<file path="src/rtl/fetch_pkg.sv">
// Shared types and constants for the 3BC fetch sequencer.
// Program entry points live here so the ROM map is defined in one place.
package fetch_pkg;

    localparam int ADDR_W     = 10;
    localparam int NUM_PROGS  = 3;
    localparam int PROG_SEL_W = 2;

    typedef enum logic [1:0] {IDLE, RUN, HALT} fetch_state_t;

    typedef logic [ADDR_W-1:0] inst_addr_t;

    localparam inst_addr_t START_ADDR [NUM_PROGS] = '{10'd0, 10'd256, 10'd512};

    // Unmapped program indices fall back to address 0.
    function automatic inst_addr_t startAddr(input logic [PROG_SEL_W-1:0] sel);
        inst_addr_t addr;
        addr = '0;
        for (int i = 0; i < NUM_PROGS; i++) begin
            if (int'(sel) == i) begin
                addr = START_ADDR[i];
            end
        end
        return addr;
    endfunction

endpackage

</file>
<file path="src/rtl/fetch_ctrl_pc_next.sv">
// Combinational next-PC selection: branch target or sequential increment,
// flagging when the increment rolls over the top of the ROM.
module pc_next
    import fetch_pkg::*;
(
    input  inst_addr_t pc_i,
    input  logic       branchEn_i,
    input  inst_addr_t target_i,
    output inst_addr_t pcNext_o,
    output logic       wrap_o
);

    // A branch landing anywhere never counts as wrapping.
    always_comb begin
        pcNext_o = pc_i + inst_addr_t'(1);
        wrap_o   = 1'b0;
        if (branchEn_i) begin
            pcNext_o = target_i;
        end else if (pc_i == {ADDR_W{1'b1}}) begin
            wrap_o = 1'b1;
        end
    end

endmodule

</file>
<file path="src/rtl/fetch_ctrl.sv">
// Program counter and fetch sequencer for the 3BC processor (Start/Done handshake).
// Define FETCH_INST_COUNT_EN to add the saturating instCount_o output.
module fetch_ctrl
    import fetch_pkg::*;
(
    input  logic                  clk_i,
    input  logic                  rst_ni,
    input  logic                  start_i,
    input  logic [PROG_SEL_W-1:0] progSel_i,
    input  logic                  stall_i,
    input  logic                  halt_i,
    input  logic                  branchEn_i,
    input  inst_addr_t            target_i,
    output inst_addr_t            instAddress_o,
    output logic                  instValid_o,
    output logic                  done_o,
    output logic                  wrapped_o
`ifdef FETCH_INST_COUNT_EN
    ,
    output logic [15:0]           instCount_o
`endif
);

    fetch_state_t state_q, state_d;
    inst_addr_t   pc_q, pc_d;
    logic         wrapped_q, wrapped_d;
    inst_addr_t   pcNext;
    logic         pcWrap;

    pc_next u_pcNext (
        .pc_i       (pc_q),
        .branchEn_i (branchEn_i),
        .target_i   (target_i),
        .pcNext_o   (pcNext),
        .wrap_o     (pcWrap)
    );

    always_ff @(posedge clk_i or negedge rst_ni) begin
        if (!rst_ni) begin
            state_q   <= IDLE;
            pc_q      <= '0;
            wrapped_q <= 1'b0;
        end else begin
            state_q   <= state_d;
            pc_q      <= pc_d;
            wrapped_q <= wrapped_d;
        end
    end

    // Stall outranks Halt, which outranks a taken branch; Start only matters outside RUN.
    always_comb begin
        state_d   = state_q;
        pc_d      = pc_q;
        wrapped_d = wrapped_q;
        case (state_q)
            RUN: begin
                if (!stall_i) begin
                    if (halt_i) begin
                        state_d = HALT;
                    end else begin
                        pc_d = pcNext;
                        if (pcWrap) begin
                            wrapped_d = 1'b1;
                        end
                    end
                end
            end
            default: begin
                if (start_i) begin
                    state_d   = RUN;
                    pc_d      = startAddr(progSel_i);
                    wrapped_d = 1'b0;
                end
            end
        endcase
    end

    assign instAddress_o = pc_q;
    assign instValid_o   = (state_q == RUN);
    assign done_o        = (state_q == HALT);
    assign wrapped_o     = wrapped_q;

`ifdef FETCH_INST_COUNT_EN
    logic [15:0] instCount_q, instCount_d;

    // Counts every unstalled RUN edge, including the one that takes the halt.
    always_comb begin
        instCount_d = instCount_q;
        if (state_q == RUN) begin
            if (!stall_i && instCount_q != 16'hFFFF) begin
                instCount_d = instCount_q + 16'd1;
            end
        end else if (start_i) begin
            instCount_d = 16'd0;
        end
    end

    always_ff @(posedge clk_i or negedge rst_ni) begin
        if (!rst_ni) begin
            instCount_q <= 16'd0;
        end else begin
            instCount_q <= instCount_d;
        end
    end

    assign instCount_o = instCount_q;
`endif

endmodule

</file>
<file path="config.mk">
export PLATFORM = sky130hd
export DESIGN_NAME = fetch_ctrl
export DESIGN_NICKNAME = d
export VERILOG_FILES = /design/src/rtl/fetch_pkg.sv /design/src/rtl/fetch_ctrl_pc_next.sv /design/src/rtl/fetch_ctrl.sv
export SDC_FILE = /design/constraint.sdc
export NUM_CORES = 1
export LEC_CHECK = 0
export CAP_MARGIN = 20
export CELL_PAD_IN_SITES_DETAIL_PLACEMENT = 1
export CELL_PAD_IN_SITES_GLOBAL_PLACEMENT = 2
export CORE_MARGIN = 10
export CORE_UTILIZATION = 24
export CTS_CLUSTER_DIAMETER = 120
export DETAILED_ROUTE_END_ITERATION = 8
export PLACE_DENSITY = 0.79
export SLEW_MARGIN = 20
export SYNTH_ARGS = -nofsm -noshare
export SYNTH_HDL_FRONTEND = slang
export SYNTH_SLANG_ARGS = --single-unit
</file>
<file path="constraint.sdc">
create_clock -name clk_i -period 1.8 [get_ports clk_i]
set_input_delay 0.18 -clock clk_i [delete_from_list [all_inputs] [get_ports clk_i]]
set_output_delay 0.18 -clock clk_i [all_outputs]
set_load 0.005 [all_outputs]
</file>
==> reports/qor.yml <==
detailed_routing:
  num_vias: 842
  wirelength_mm: 2.639
  post_drt_via_cell_ratio: 5.103
  first_pass_drt_iterations: 4
  wl_per_cell_um: 15.99
  remaining_drc_errors: 0
  first_iter_violations: 34
  drt.antenna.violating_nets: 0
final_layout:
  area_growth_syn_to_layout_pct: 49.37
  mostFrequentLayoutCell: "clkdlybuf4s50_1"
  fin_util_pct: 38.19
  post_route_cells_drive_above_1_share_pct: 9.091
  fin_nets: 141
  final_cell_area_um2: 1185
  antenna_cells_inserted: 0
  mostFrequentLayoutCells: "clkdlybuf4s50_1 (30), dfrtp_1 (13), o21ai_0 (12)"
floorplan:
  die_height_um: 77.49
  die-area_um2: 6005
  chipWidth_um: 77.49
  placement_rows: 20
  design.portCount: 31
  floorplan.initialDensity_pct: 25.56
  floorplan.core_area_um2: 3103
clocking:
  insertion_delay_ps: 290
  cts_buffers: 3
  clock-root-buffer: "clkbuf_4"
  cts.path.max_buffers: 2
  clock_sink_count: 13
  clk_transition_reported_paths_ps: 90
  post_cts_hold_buffer_count: 0
  h-tree-depth: 1
  cts_tree: "built"
timing:
  slew_viol_final: 0
  rsz0062_at_grt: "false"
  worst_clock_skew_ps: 14.81
  layout_min_cycle_time_ps: 1698
  setup_viol_count_final: 0
  hold_violations: 0
  worst_pin_slew_ps: 602.9
  tightest_slew_margin_relative_to_the_limit_pct: 59.68
  final.setup.tns_ps: 0
  timing.final.crit_share_pct: 94.33
  highest_clock_rate_ghz: 0.5889
setup_path:
  critical_path_required_ps: 1620
  critical_path.max_stage_delay_ps: 500
  timing.critical_path.cells: "nand2b_2 > inv_1 > clkdlybuf4s50_1"
  crit_slowest_cell: "clkdlybuf4s50_1"
  critPathBufInv: 2
  worstPathMaxFanout: 7
  critical_path_class: "reg2out"
  startpoint_class: "flip-flop"
  path_delay_family: "buffers and inverters"
  worst_setup_path_end_kind: "output port"
  worst-endpoint-arrival_ps: 1520
pwr:
  pwr_density_cell_nw_per_um2: 755.7
  power.leakage_uw: 0.0004480
  max-vdd-ir-drop_v: 0.0003306
  fin_total_pwr_uw: 895.5
logic_synthesis:
  yosys_warnings: 0
  postSynthNetCount: 106
  synth_top_area_cell: "dfrtp_1"
  synth_seq_area_share_pct: 41.01
  post_synth_instance_area_um2: 793.3
  synth_simple_gate_area_share_pct: 23.50
  share_of_synthesized_cell_area_in_full_adder_half_adder_and_majority_cells_pct: 1.577
  syn_area_per_cell_um2: 9.118
  synthCells: 87
  synth_xor_xnor_area_share_pct: 2.208
  synthMuxAreaShare_pct: 1.262
  synth_area_in_compound_gates_pct: 26.18
  synth_cell_type_count: 31
  synthDominantCellAreaShare_pct: 41.01
  ys_seq_elements: 13
  netlist_top_cells_area: "dfrtp_1 (41%), o21ai_0 (7.6%), a21oi_1 (4.4%), a311oi_1 (3.3%), and4b_1 (2.5%)"
  main_combinational_cell_family_by_area_after_synthesis: "compound AO/OA/AOI/OAI gates"
placement:
  dpl.hpwl_mm: 2.028
  port-buffer-count: 30
  globalplace.congestion: 0.7317
  placement.cell_area_um2: 1156
status:
  outcome: "completed"
global_routing:
  antenna_found_initial: 0
  largest_net_degree_at_the_start_of_global_routing: 23
  grt_overflow: 0
  global_route_wire_length_before_repair_mm: 4.450
  groute.usage.overall_pct: 9.044
  via_count_of_the_first_global_routing_pass: 885
run:
  max-cap-violations: 0
hold_path:
  hp-class: "in2async"
final cells by class:
cell class                 count  area [um^2]
fill                         389         1918
tap                           44        55.05
clock buffer                   4        26.28
multi-input combinational     67        436.7
sequential                    13        325.3
inverter                       3        11.26
timing repair buffer          34        330.3
routing by layer:
layer | up-vias | share of wire [%] | track usage, %
met3 | 4 | 5.2 | 2.995
li1 | 404 | - | -
met1 | 412 | 45 | 10.90
met2 | 22 | 48 | 14.05
met5 | - | 0 | 0
met4 | 0 | 2.1 | 4.562
what timing repair did:
item	CTS	global route
setup buffers	0	0
resized for setup	0	1
setup endpoints to repair	0	1
endpoints found under the hold margin	0	0
report_power, final:
group	switching [uW]	total, uW	internal, uW	leakage [uW]
Clock	99.8	186	86.1	0.0000150
Combinational	121	299	179	0.000263
Sequential	70.1	410	340	0.000170
flip-flops by register name, indices dropped and copies added (netlist names):
| register | count |
|---|---|
| state_q | 2 |
| instAddress_o | 10 |
| wrapped_o | 1 |
path summary, 6_finish.rpt:
kind                       depth (start not counted)             start                to  slack (ps)
setup / recovery                                   3        state_q[1]       instValid_o         100
hold / removal                                     1            rst_ni  instAddress_o[8]         260
setup reg to reg                                   4        state_q[0]  instAddress_o[9]         190
hold reg to reg                                    1  instAddress_o[8]  instAddress_o[8]         540
max in group asynchronous                          1            rst_ni        state_q[1]        1130
min in group clk_i                                 3       target_i[8]  instAddress_o[8]         510
stage by stage:
stage / setup WS (ps) / hold slack (ps) / cells
detailed placement: -64.68 / 527.7 / 161
floorplan: 297.0 / -115.6 / 87
global route: 19.37 / 325.0 / 165
finish: 102.0 / 262.6 / 165
global placement: 12.39 / 536.4 / 161
CTS: 50.15 / 297.9 / 165
synth_stat cells, drive strengths merged:
master and n:
o21ai 12, a32oi 2, nor4b 1, a31oi 2, and2 3, nor4 1
ha 1, or4b 1, o311ai 2, nor2 3, nand2b 3, o22a 1
a21oi 8, nor3 4, a311oi 3, and4b 2, mux2i 1, nor3b 1
buf 1, o22ai 2, a41oi 1, nand3 3, and4 1, clkbuf 3
dfrtp 13, and3 1, xor2 2, nand4 1, nand2 5, inv 3
worst register-to-register path, cell delays in order, from the launching register on:
cell	delay, ps
dfrtp_1	430
or4b_4	550
a311oi_1	300
o21ai_0	130
o311ai_1	100
cells by family (layout without fill, tap and decap cells):
logic type	after synthesis	count (layout)
compound gates	33	33
xor+xnor	2	2
fa+ha+maj	1	1
buf+inv	7	41
flops	13	13
mux	1	1
simple gates	30	30
Power figures use the tool's default switching activity.
